$ cat config.mk
export PLATFORM = sky130hd
export DESIGN_NAME = x2050_fp_align
export DESIGN_NICKNAME = d
export VERILOG_FILES = /design/src/rtl/x2050_fp_align.sv
export SDC_FILE = /design/constraint.sdc
export NUM_CORES = 1
export LEC_CHECK = 0
export CAP_MARGIN = 15
export CELL_PAD_IN_SITES_DETAIL_PLACEMENT = 2
export CELL_PAD_IN_SITES_GLOBAL_PLACEMENT = 2
export CORE_ASPECT_RATIO = 0.8
export CORE_MARGIN = 10
export CORE_UTILIZATION = 21
export DETAILED_ROUTE_END_ITERATION = 12
export PLACE_DENSITY = 0.79
export SLEW_MARGIN = 20
export SYNTH_ARGS = -nofsm -noshare
export SYNTH_HDL_FRONTEND = slang
export SYNTH_SLANG_ARGS = --single-unit
$ cat constraint.sdc
create_clock -name i_clk -period 1.1 [get_ports i_clk]
set_input_delay 0.22 -clock i_clk [delete_from_list [all_inputs] [get_ports i_clk]]
set_output_delay 0.22 -clock i_clk [all_outputs]
set_load 0.02 [all_outputs]
$ cat src/rtl/x2050_fp_align.sv
// x2050_fp_align: floating-point pre-normalization alignment sequencer.
// Right-shifts the smaller-exponent fraction one hex digit per clock,
// keeping a guard digit and a sticky flag, then pulses o_done.
//
// Ports:
//   i_clk, i_reset    clock, synchronous active-high reset
//   i_start           start request, sampled only in IDLE
//   i_frac            fraction to align
//   i_count           low hex digit of exponent difference
//   i_le16, i_zero    difference <= 15, difference == 0
//   o_frac, o_guard   aligned fraction, first digit shifted out
//   o_sticky          OR of nonzero digits shifted beyond the guard
//   o_busy, o_done    sequencer active, one-cycle result-valid pulse
//
// state  | meaning
// IDLE   | waiting for i_start
// SHIFT  | shifting one digit per clock, cnt digits remain
// DONE   | result valid, o_done high for this cycle
module x2050_fp_align #(
  parameter int FRAC_W = 24
) (
  input  logic              i_clk,
  input  logic              i_reset,
  input  logic              i_start,
  input  logic [FRAC_W-1:0] i_frac,
  input  logic [3:0]        i_count,
  input  logic              i_le16,
  input  logic              i_zero,
  output logic [FRAC_W-1:0] o_frac,
  output logic [3:0]        o_guard,
  output logic              o_sticky,
  output logic              o_busy,
  output logic              o_done
);

  localparam int D     = FRAC_W / 4;
  // Count must hold D+1, the saturated shift amount.
  localparam int CNT_W = $clog2(D + 2);

  localparam logic [1:0] ST_IDLE  = 2'd0;
  localparam logic [1:0] ST_SHIFT = 2'd1;
  localparam logic [1:0] ST_DONE  = 2'd2;

  logic [1:0]        state_q, state_d;
  logic [FRAC_W-1:0] frac_q, frac_d;
  logic [3:0]        guard_q, guard_d;
  logic              sticky_q, sticky_d;
  logic [CNT_W-1:0]  cnt_q, cnt_d;

  logic [4:0]        e_raw;
  logic [CNT_W-1:0]  e_sat;

  // Effective shift count. Beyond D+1 digits everything has already left
  // both the fraction and the guard, so further shifting changes nothing.
  always_comb begin
    if (i_zero) begin
      e_raw = 5'd0;
    end else if (!i_le16) begin
      e_raw = 5'd16;
    end else begin
      e_raw = {1'b0, i_count};
    end
    if (int'(e_raw) > D + 1) begin
      e_sat = CNT_W'(D + 1);
    end else begin
      e_sat = CNT_W'(e_raw);
    end
  end

  always_comb begin
    state_d  = state_q;
    frac_d   = frac_q;
    guard_d  = guard_q;
    sticky_d = sticky_q;
    cnt_d    = cnt_q;
    case (state_q)
      ST_IDLE: begin
        if (i_start) begin
          frac_d   = i_frac;
          guard_d  = 4'd0;
          sticky_d = 1'b0;
          cnt_d    = e_sat;
          state_d  = (e_sat == '0) ? ST_DONE : ST_SHIFT;
        end
      end
      ST_SHIFT: begin
        frac_d   = {4'd0, frac_q[FRAC_W-1:4]};
        guard_d  = frac_q[3:0];
        sticky_d = sticky_q | (|guard_q);
        cnt_d    = cnt_q - CNT_W'(1);
        if (cnt_q == CNT_W'(1)) begin
          state_d = ST_DONE;
        end
      end
      ST_DONE: begin
        state_d = ST_IDLE;
      end
      default: begin
        state_d = ST_IDLE;
      end
    endcase
  end

  always_ff @(posedge i_clk) begin
    if (i_reset) begin
      state_q  <= ST_IDLE;
      frac_q   <= '0;
      guard_q  <= 4'd0;
      sticky_q <= 1'b0;
      cnt_q    <= '0;
    end else begin
      state_q  <= state_d;
      frac_q   <= frac_d;
      guard_q  <= guard_d;
      sticky_q <= sticky_d;
      cnt_q    <= cnt_d;
    end
  end

  assign o_frac   = frac_q;
  assign o_guard  = guard_q;
  assign o_sticky = sticky_q;
  assign o_busy   = (state_q != ST_IDLE);
  assign o_done   = (state_q == ST_DONE);

endmodule

## Yosys cells after proc, flatten, opt, wreduce, memory -nomap -nowiden

Index checks and enable logic that the tools add are counted.

- Bitwise gates (word level): 1
- Mux-type cells: 15
- $add $sub $neg: 1
- Equality and inequality tests: 5
- Reduce and logical (&&, ||, !) cells: 7
- $lt $le $gt $ge: 1

Operators with widths:

| kind | number |
|---|---|
| $pmux W24 S2 | 1 |
| $mux W24 | 1 |
| $mux W5 | 2 |
| $pmux W4 S2 | 1 |
| $mux W2 | 3 |
| $mux W3 | 2 |
| $pmux W3 S2 | 1 |
| $gt A5 B3 Y1 const B | 1 |
| $mux W4 | 1 |
| $ne A2 B2 Y1 const B | 2 |
| $pmux W2 S2 | 1 |
| $reduce_and A2 Y1 | 2 |
| $reduce_bool A2 Y1 | 2 |
| $reduce_or A4 Y1 | 1 |
| $eq A3 B1 Y1 const B | 1 |
| $logic_not A3 Y1 | 1 |
| $sub A3 B1 Y3 const B | 1 |
| $eq A2 B1 Y1 const B | 1 |
| $eq A2 B2 Y1 const B | 1 |
| $logic_not A2 Y1 | 1 |
| $pmux W1 S2 | 1 |
| $mux W1 | 1 |
| $or A1 B1 Y1 | 1 |

- Bits in registers: 34
- Output and inout port bits: 31
- Logic and storage cells: 35

## Depth between registers and ports, before layout

- Depth in word-level cells: 8
- Mapped depth: 5

## Worst setup path after synthesis

No wires, ideal clock.

- Path type: register to register
- Start: register guard_q[0], in the netlist o_guard[0]
- End: register sticky_q, in the netlist o_sticky
- Data arrival time: 1.091 ns
- Buffers on the path: 0
- Cell stages (with the launch flop): 4
- Setup slack: -0.113 ns
- Period minus slack after synthesis: 1.213 ns
- Cell sequence: dfxtp_1 > or4_1 > a21oi_1 > o21ai_0

- Cells in the longest elaborated chain, start to end: 3

Ends and longest elaborated chain:

| item | RTL line | text |
|---|---|---|
| from (decl) | 46 | `logic [3:0] guard_q, guard_d;` |
| from (signal assigned) | 114 | `guard_q <= guard_d;` |
| $reduce_or A4 Y1 | 89 | `sticky_d = sticky_q \| (\|guard_q);` |
| $or A1 B1 Y1 | 89 |  |
| $pmux W1 S2 | 76 | `case (state_q)` |
| to (signal assigned) | 115 | `sticky_q <= sticky_d;` |
| to (decl) | 47 | `logic sticky_q, sticky_d;` |

No other way between the ends.
A chain may end at the register's enable or synchronous reset.

## Worst setup path in the final report

- Start: register state_q[1]
- End: register state_q[0]

- Cells in the longest elaborated chain, start to end: 3
- Elaborated cells on any way between the ends: 6
- Classes of those cells: 3 x eq/ne; 1 x mux; 2 x reduce/logical

Ends and longest elaborated chain:

| item | RTL line | text |
|---|---|---|
| from (decl) | 44 | `logic [1:0] state_q, state_d;` |
| from (signal assigned) | 112 | `state_q <= state_d;` |
| $eq A2 B1 Y1 or $logic_not A2 Y1 (tied branches) | 76 |  |
| $ne A2 B2 Y1 (no source line) | - |  |
| $reduce_and A2 Y1 (no source line) | - |  |

Parallel ways exist; a longest one is shown, timed or not.

==> results_dict.tcl <==
set metrics [dict create \
    max_slew.worst_pin.slew_ns 0.314 \
    vias_per_cell 4.78 \
    layout_setup_ws_ns -0.226 \
    multi_input_area_sq_um 1040 \
    finalWirelength_mm 7.44 \
    path_cells "buf_8 -> buf_6 -> nor4b_4 -> o41ai_2 -> a21oi_1" \
    place_area_sq_um 2680 \
    cts_hold_buf 0 \
    hold_class "in -> reg" \
    timing.slew.headroom 0.790 \
    grt_max_degree 22 \
    clock_skew_ns 0.00916 \
    cts_root_buffer "clkbuf_8" \
    start_kind "flip-flop" \
    end_kind "flip-flop" \
    drv_slew 0 \
    drtIter0Drc 36 \
    cpPeakStageDelay_ns 0.37 \
    post_drt_wl_per_cell_microns 18.6 \
    worstSetupPathType "reg -> reg" \
    cp_max_fo 8 \
    ant_nets 0 \
    synthCells 192 \
    grt_antenna_before_repair 0 \
    rrSetupSlack_ns -0.23 \
    start_util 0.214 \
    die_area_sq_um 11400 \
    final_nets 345 \
    rsz0062_at_grt "true" \
    irDropWorstVdd_uv 746 \
    row_count 28 \
    drive_gt1_frac 0.508 \
    syn_to_final_growth_pct 94.8 \
    synth_nets 227 \
    fin_crit_ns 1.33 \
    ys_seq_area_frac 0.432 \
    vias 1918 \
    finalCritPeriodShare 1.21 \
    reg2reg_from "state_q[1]" \
    clk_pin_slew_worst_paths_ns 0.08 \
    synthArstFlopShare 0 \
    ys_ff_latch 34 \
    timing.fmax_mhz 754 \
    num_io_pins 64 \
    finalHoldViolCount 0 \
    worstRegToRegCells 5 \
    die-height_microns 97.5 \
    arrival_ns 1.54 \
    cts_sinks 34 \
    drc_errors 0 \
    p_total_mw 3.72 \
    cts_buffers 5 \
    final_cell_mix "buf_4 (52), nand2_1 (37), dfxtp_1 (29), clkdlybuf4s50_1 (27), buf_2 (25)" \
    worst_ep_required_time_ns 1.31 \
    setup-tns-final_ns -6.17 \
    p_per_area_nw_per_um2 1210 \
    cts_tree "built" \
    outcome "complete, but fails checks" \
    yosys_warnings 0 \
    yosys.area.top_type "dfxtp_1" \
    die_width_microns 117 \
    synth_edf_count 0 \
    grt_pass1_vias 2159 \
    h-tree-depth 2 \
    cap_violations 0 \
    crit_family "flip-flops" \
    gr-total-overflow 0 \
    hold_path_end "state_q[1]" \
    rr_endpoint "state_q[0]" \
    hold-worst-slack_ns 0.339 \
    coreArea_sq_um 7360 \
    cp_slowest_cell "dfxtp_4" \
    synth.avg_cell_area_sq_um 8.21 \
    crit_buf_inv 2 \
    dp_slack_ns -0.640 \
    netlist_area_sq_um 1580 \
    leakage_nw 1.31 \
    fillCellCount 810 \
    gr-usage-all-layers 0.122 \
    hold_depth 4 \
    routabilityCongestion 0.699 \
    port_buffers 63 \
    grt_pass1_wl_mm 11.2 \
    violations "negative setup slack" \
    mostFrequentLayoutCell "buf_4" \
    yosysUniqueCellTypes 32 \
    insertedDiodeCount 0 \
    synthFlopType "dfxtp_1" \
    register_area_sq_um 697 \
    insertion_delay_ns 0.28 \
    stdcell_area_sq_um 3070 \
    holdCritStartpoint "i_count[1]" \
    dpl.hpwl_mm 5.08 \
    drtPass1Iterations 3 \
    setup_viol 35 \
    synth_top_area_frac 0.432 \
    clockBufferDepth 2 \
    ys_top_cells_by_area "dfxtp_1 (43%), a311oi_1 (11%), nand2_1 (10%), nor2_1 (7.1%), a22oi_1 (3.3%)" \
]
tightest hold or removal path, cell delays in order:
cell and delay [ns]:
buf_2 0.08, nand2b_4 0.11, or4_4 0.12, a2111oi_4 0.06
power breakdown:
part / internal, mW / switching (mW)
Sequential: 1.34 / 0.0725
Clock: 0.434 / 0.484
Combinational: 0.704 / 0.686
Total: 2.48 / 1.24
Yosys cell counts (3+ instances only):
master,count
o21ai_0,3
nand2b_1,5
nor2_1,30
clkbuf_1,8
nand2_1,43
dfxtp_1,34
buf_2,5
a22oi_1,7
a311oi_1,20
buf_4,3
inv_1,5
a21oi_1,4
how the worst max path moves through the flow:
stage	start	end	slack [ns]	cells after the start
final	state_q[1]	state_q[0]	-0.23	5
after global routing	state_q[1]	state_q[0]	-0.31	5
after CTS	state_q[1]	cnt_q[0]	-0.23	5
after detailed placement	i_le16	state_q[1]	-0.64	4
after global placement	i_le16	state_q[1]	-0.47	4
after floorplan	o_guard[1]	o_sticky	-0.05	3
layer usage:
metal | wire [microns] | vias to the layer above | track usage | share of wire
li1 | - | 912 | - | -
met1 | 3140 | 952 | 0.145 | 0.42
met2 | 3740 | 48 | 0.200 | 0.50
met3 | 478 | 6 | 0.0463 | 0.064
met4 | 85 | 0 | 0.0285 | 0.011
met5 | 0 | - | 0 | 0
per-stage QoR:
stage	std cells	util
2_1_floorplan	192	-
3_3_place_gp	379	0.364
3_5_place_dp	379	0.364
4_1_cts	394	0.389
5_1_grt	401	0.418
6_report	401	0.418
sequential cells by signal, indices dropped and copies added (netlist names):
name / cells
state_q: 2
o_frac: 24
o_sticky: 1
cnt_q: 3
o_guard: 4
cell type report:
class                   instances  share of cell area
repair buffers                127               0.365
multi-input cells             137               0.338
flip-flops and latches         34               0.227
well taps                      90              0.0367
clock buffers                   5              0.0224
inverters                       5             0.00611
clock inverters                 3             0.00530
logic make-up (layout without fill, tap and decap cells):
logic type	Yosys count	after routing	synth area share
and+or+nand+nor	88	88	0.248
DFF	34	34	0.432
adders and majority gates	2	2	0.0159
buffers and inverters	21	140	0.0611
muxes	2	2	0.0127
AOI/OAI and AO/OA	45	45	0.230
what timing repair did:
action	4_1_cts	5_1_grt
setup buffers	5	5
hold endpoints to repair	0	0
resized for setup	178	30
pin swaps	13	20
cloned	2	2
endpoints found under the setup margin	64	40
Note: power is estimated with default switching activity, not from simulation.
